### src/rtl/cpu_bus_pkg.sv
// Shared types for the CPU register bus sequencer.
// State encoding, request record and bus width.
package cpu_bus_pkg;

    localparam int BUS_W     = 8;
    localparam int MAX_IDX_W = 4;

    typedef enum logic [2:0] {
        IDLE,
        DRIVE,
        LATCH,
        RELEASE,
        ERR
    } state_t;

    typedef struct packed {
        logic [MAX_IDX_W-1:0] src;
        logic [MAX_IDX_W-1:0] dst;
    } req_t;

    // A transfer needs two distinct, in-range registers.
    function automatic logic req_ok(input req_t r, input int n);
        return (r.src != r.dst) && (int'(r.src) < n) && (int'(r.dst) < n);
    endfunction

endpackage

### src/rtl/req_fifo_2.sv
// Two-entry request FIFO with asynchronous clear.
// Push is ignored when full, pop is ignored when empty.
module req_fifo_2
    import cpu_bus_pkg::*;
(
    input  logic clk,
    input  logic rst,
    input  logic push,
    input  logic pop,
    input  req_t din,
    output req_t dout,
    output logic full,
    output logic empty
);

    req_t       mem [2];
    logic       wp;
    logic       rp;
    logic [1:0] cnt;
    logic       do_push;
    logic       do_pop;

    assign full    = (cnt == 2'd2);
    assign empty   = (cnt == 2'd0);
    assign do_push = push && !full;
    assign do_pop  = pop && !empty;
    assign dout    = mem[rp];

    // Storage, pointers and occupancy; push and pop may share an edge.
    always_ff @(posedge clk or posedge rst) begin
        if (rst) begin
            mem[0] <= '0;
            mem[1] <= '0;
            wp     <= 1'b0;
            rp     <= 1'b0;
            cnt    <= 2'd0;
        end else begin
            if (do_push) begin
                mem[wp] <= din;
                wp      <= ~wp;
            end
            if (do_pop) begin
                rp <= ~rp;
            end
            cnt <= cnt + {1'b0, do_push} - {1'b0, do_pop};
        end
    end

endmodule

### src/rtl/reg_bus_sequencer.sv
// Sequences register-to-register moves on the shared CPU bus.
// Each move is DRIVE, LATCH, RELEASE; bad requests take one ERR cycle.
module reg_bus_sequencer
    import cpu_bus_pkg::*;
#(
    parameter int NUM_REGS = 4,
    parameter int IDX_W    = 2
) (
    input  logic                clk,
    input  logic                rst,
    input  logic                req_valid,
    output logic                req_ready,
    input  logic [IDX_W-1:0]    req_src,
    input  logic [IDX_W-1:0]    req_dst,
    output logic [NUM_REGS-1:0] reg_enable,
    output logic [NUM_REGS-1:0] reg_set,
    output logic                busy,
    output logic                done,
    output logic                err
);

    state_t state;
    state_t state_d;
    req_t   cur_q;
    req_t   in_req;
    req_t   head;
    logic   full;
    logic   empty;
    logic   pop;

    assign in_req.src = MAX_IDX_W'(req_src);
    assign in_req.dst = MAX_IDX_W'(req_dst);

    assign req_ready = !full;
    assign busy      = (state != IDLE) || !empty;

    req_fifo_2 u_fifo (
        .clk   (clk),
        .rst   (rst),
        .push  (req_valid),
        .pop   (pop),
        .din   (in_req),
        .dout  (head),
        .full  (full),
        .empty (empty)
    );

    function automatic logic [NUM_REGS-1:0] onehot(
        input logic [MAX_IDX_W-1:0] i
    );
        logic [NUM_REGS-1:0] v;
        for (int k = 0; k < NUM_REGS; k++) begin
            v[k] = (int'(i) == k);
        end
        return v;
    endfunction

    // State register.
    always_ff @(posedge clk or posedge rst) begin
        if (rst) begin
            state <= IDLE;
        end else begin
            state <= state_d;
        end
    end

    // Latch the popped request so the decode sees only flops.
    always_ff @(posedge clk or posedge rst) begin
        if (rst) begin
            cur_q <= '0;
        end else if (pop) begin
            cur_q <= head;
        end
    end

    // Next state and pop; RELEASE and ERR chain straight into the next move.
    always_comb begin
        state_d = state;
        pop     = 1'b0;
        unique case (state)
            DRIVE:   state_d = LATCH;
            LATCH:   state_d = RELEASE;
            default: begin
                if (!empty) begin
                    pop     = 1'b1;
                    state_d = req_ok(head, NUM_REGS) ? DRIVE : ERR;
                end else begin
                    state_d = IDLE;
                end
            end
        endcase
    end

    // Bus line decode from state and latched indices only.
    always_comb begin
        reg_enable = '0;
        reg_set    = '0;
        done       = 1'b0;
        err        = 1'b0;
        unique case (state)
            DRIVE: begin
                reg_enable = onehot(cur_q.src);
            end
            LATCH: begin
                reg_enable = onehot(cur_q.src);
                reg_set    = onehot(cur_q.dst);
            end
            RELEASE: begin
                reg_enable = onehot(cur_q.src);
                done       = 1'b1;
            end
            ERR: begin
                done = 1'b1;
                err  = 1'b1;
            end
            default: ;
        endcase
    end

endmodule

### config.mk
export PLATFORM = sky130hd
export DESIGN_NAME = reg_bus_sequencer
export DESIGN_NICKNAME = d
export VERILOG_FILES = /design/src/rtl/cpu_bus_pkg.sv /design/src/rtl/req_fifo_2.sv /design/src/rtl/reg_bus_sequencer.sv
export SDC_FILE = /design/constraint.sdc
export NUM_CORES = 1
export LEC_CHECK = 0
export ABC_AREA = 0
export CORE_MARGIN = 4
export CORE_UTILIZATION = 26
export DETAILED_ROUTE_END_ITERATION = 7
export HOLD_SLACK_MARGIN = 0.15
export PLACE_DENSITY = 0.45
export SLEW_MARGIN = 20
export SYNTH_ARGS = -nofsm -noshare
export SYNTH_HDL_FRONTEND = slang
export SYNTH_SLANG_ARGS = --single-unit
### constraint.sdc
create_clock -name clk -period 3.5 [get_ports clk]
set_input_delay 0.35 -clock clk [delete_from_list [all_inputs] [get_ports clk]]
set_output_delay 0.35 -clock clk [all_outputs]
set_load 0.02 [all_outputs]
==> impl_metrics.csv <==
group,metric,value,unit
setup_path,path_max_fanout,10,
logic_synthesis,syn_inst,81,
sta,worst_slack,1.01,ns
clock_network,postCtsSetupBuffers,0,
sta,relSlewSlack,0.494,
sta,tightestPinTransition,0.758,ns
layout,drive_gt1_frac,0.220,
setup_path,critPathLaunchType,"flop",
power,leakage,0.000509,µW
setup_path,reg2reg_depth,8,
drt,wl_per_cell,11.9,µm
layout,areaGrowthSynthToFinish,26.0,%
setup_path,cp.required,3.15,ns
sta,max_freq,0.402,GHz
setup_path,arrival,2.14,ns
sta,period_share,0.711,
setup_path,worstSetupPathType,"flop to output port",
global_routing,gr-usage-all-layers,0.0755,
sta,rsz0062_at_grt,"false",
floorplan,die_w,69.9,µm
sta,skew,0.00564,ns
global_routing,antenna_found_initial,0,
layout,nets,110,
floorplan,die_h,69.9,µm
floorplan,initial_utilization,0.270,
drt,postRouteAntennaNets,0,
drt,via_per_inst,4.38,
sta,final_max_slew_viol_count,0,
clock_network,clk_pin_slew,0.07,ns
flow_run,cap_viol_max_count,0,
logic_synthesis,avgSynthCellArea,12.3,µm²
layout,finalInstanceArea,1250,µm²
clock_network,root_buffer,"clkbuf_8",
clock_network,clockBufferDepth,2,
clock_network,cts_sinks,19,
setup_path,r2r_end,"u_fifo.cnt[1]",
floorplan,core_region_area,3690,µm²
sta,hold_violations,0,
setup_path,max_stage_delay,0.63,ns
layout,num-fill-cells,384,
floorplan,io_pins,19,
placement,dpl_cell_area,1210,µm²
drt,drt_iter0_drc,18,
logic_synthesis,yosysSeqAreaShare,0.478,
sta,period_needed,2.49,ns
clock_network,ctsHoldBuffers,0,
setup_path,path_delay_family,"simple AND/OR/NAND/NOR gates",
global_routing,grt_overflow,0,
sta,setup_viol,0,
power,power_density,1050,nW/µm²
placement,dpl_worst_slack,1.27,ns
drt,drc,0,
setup_path,r2r_setup_slack,1.61,ns
clock_network,htreeDepth,1,
power,irDropWorstVdd,0.000266,V
clock_network,cts_resized,0,
global_routing,grt_pass1_wl,2940,µm
placement,place_congestion,0.705,
logic_synthesis,synth_nets,90,
drt,first_pass_iters,4,
hold_path,whs_path_depth,1,
setup_path,cp-end-kind,"output port",
global_routing,grt_pass1_vias,657,
hold_path,hold_path_class,"flop to flop",
logic_synthesis,synth.distinct_cells,28,
clock_network,insertion_delay,0.25,ns
setup_path,path_buf_inv,1,
drt,dr_total_vias,648,
floorplan,rows,22,
clock_network,numCtsBuffers,3,
logic_synthesis,ys_warn_count,0,
hold_path,hp-start,"u_fifo.wp",
clock_network,cts_tree,"built",
logic_synthesis,synth_area,995,µm²
logic_synthesis,ys_ff_latch,19,
setup_path,worstReg2RegStart,"state[0]",
status,status,"finished clean",
layout,n_antenna_cell,0,
sta,setup-tns-final,0,ns
global_routing,grt_max_degree,20,
floorplan,die_area,4880,µm²
placement,portBuffers,18,
setup_path,crit_chain,"or3b_1, nor3b_1, clkdlybuf4s50_1",
hold_path,holdPathEnd,"u_fifo.wp",
placement,dp_hpwl,1380,µm
setup_path,cpMaxStageDelayCell,"clkdlybuf4s50_1",
drt,wl,1770,µm
-- per-stage QoR --
step	util	instances	power, µW	hold WS [ns]
final	0.340	148	1320	0.489
after global routing	0.340	148	1430	0.505
after CTS	0.340	148	1340	0.490
after detailed placement	0.328	144	1180	0.481
after global placement	0.328	144	1180	0.472
after floorplan	-	81	1010	0.301
-- cells by family after synthesis --
| logic type | after synthesis | synth area share |
|---|---|---|
| compound gates | 5 | 0.0453 |
| simple gates | 22 | 0.146 |
| mux | 16 | 0.181 |
| flops | 19 | 0.478 |
| xor+xnor | 9 | 0.0792 |
| buf+inv | 8 | 0.0453 |
| fa+ha+maj | 2 | 0.0252 |
-- worst register-to-register path, cell delays in order (launching register included) --
cell and delay [ns]:
dfrtp_1 0.41, xnor2_1 0.17, o22ai_2 0.37, inv_1 0.09, ha_1 0.28, inv_1 0.04, ha_1 0.18, xnor2_1 0.13
xnor2_1 0.12
-- final cells by class --
cell class	instances	area [µm²]	area share
Timing Repair Buffer	18	180	0.144
Multi-Input combinational cell	54	474	0.378
Inverter	5	18.8	0.0150
Tap cell	48	60.1	0.0479
Sequential cell	19	475	0.379
Clock buffer	4	45.0	0.0359
-- where the power goes --
part           internal, µW  switching (µW)  leakage [µW]
sequential              342             131      0.000226
clock                  80.8            70.3     0.0000228
combinational           400             295      0.000261
-- per-layer routing --
metal,GRT usage,share of wire,vias to the layer above
met2,0.112,0.45,12
met5,0,0,-
met1,0.0983,0.50,311
li1,-,-,323
met4,0.0383,0.0096,0
met3,0.0230,0.039,2
-- cells in the mapped netlist, drive strengths merged --
master,n,area share
or3b,1,0.0088
nand2b,1,0.0063
nor4b,2,0.018
o22ai,1,0.013
a211oi,2,0.020
nor3,2,0.010
and4b,1,0.010
and3,1,0.0063
a21oi,1,0.0050
nor4bb,1,0.010
nor3b,2,0.015
nand3b,1,0.0075
xor2,1,0.0088
nor2,2,0.0075
buf,3,0.026
dfrtp,19,0.48
o21bai,1,0.0075
nand2,3,0.011
xnor2,8,0.070
inv,5,0.019
and2,2,0.013
nor4,1,0.0063
mux2,16,0.18
nand3,1,0.0050
and4,1,0.011
ha,2,0.025
-- state kept, by name, summed over array words and instances, names as in the netlist --
register	count
cur_q	4
state	3
u_fifo.cnt	2
u_fifo.mem	8
u_fifo.rp	1
u_fifo.wp	1
-- worst max path at each step --
stage | slack, ns | endpoint | startpoint | depth (start not counted)
finish | 1.01 | reg_set[2] | state[2] | 3
global route | 0.91 | reg_set[2] | state[2] | 3
CTS | 0.98 | reg_set[2] | state[2] | 3
detailed placement | 1.27 | reg_set[2] | state[2] | 3
global placement | 1.31 | reg_set[2] | state[2] | 3
floorplan | 1.61 | reg_set[2] | state[2] | 4
-- cells in the final DEF, fill, tap and decap left out --
cell and count:
dfrtp_1 19, clkdlybuf4s50_1 18, mux2_2 16, xnor2_1 8, inv_1 5, nand2_1 3, clkbuf_8 3, nor3_1 2
nor2_1 2, nor4b_1 2, nor3b_1 2, and2_1 2, ha_1 2, nand2b_1 1, nand3_1 1, o22ai_2 1
nand3b_1 1, or3b_1 1, nor4_1 1, a21oi_1 1, a211oi_1 1, o21bai_1 1, and4_4 1, and4b_1 1
a211oi_2 1, and3_1 1, nor4bb_1 1, xor2_1 1, clkbuf_1 1
No activity file was read; power rests on OpenSTA's default activity.
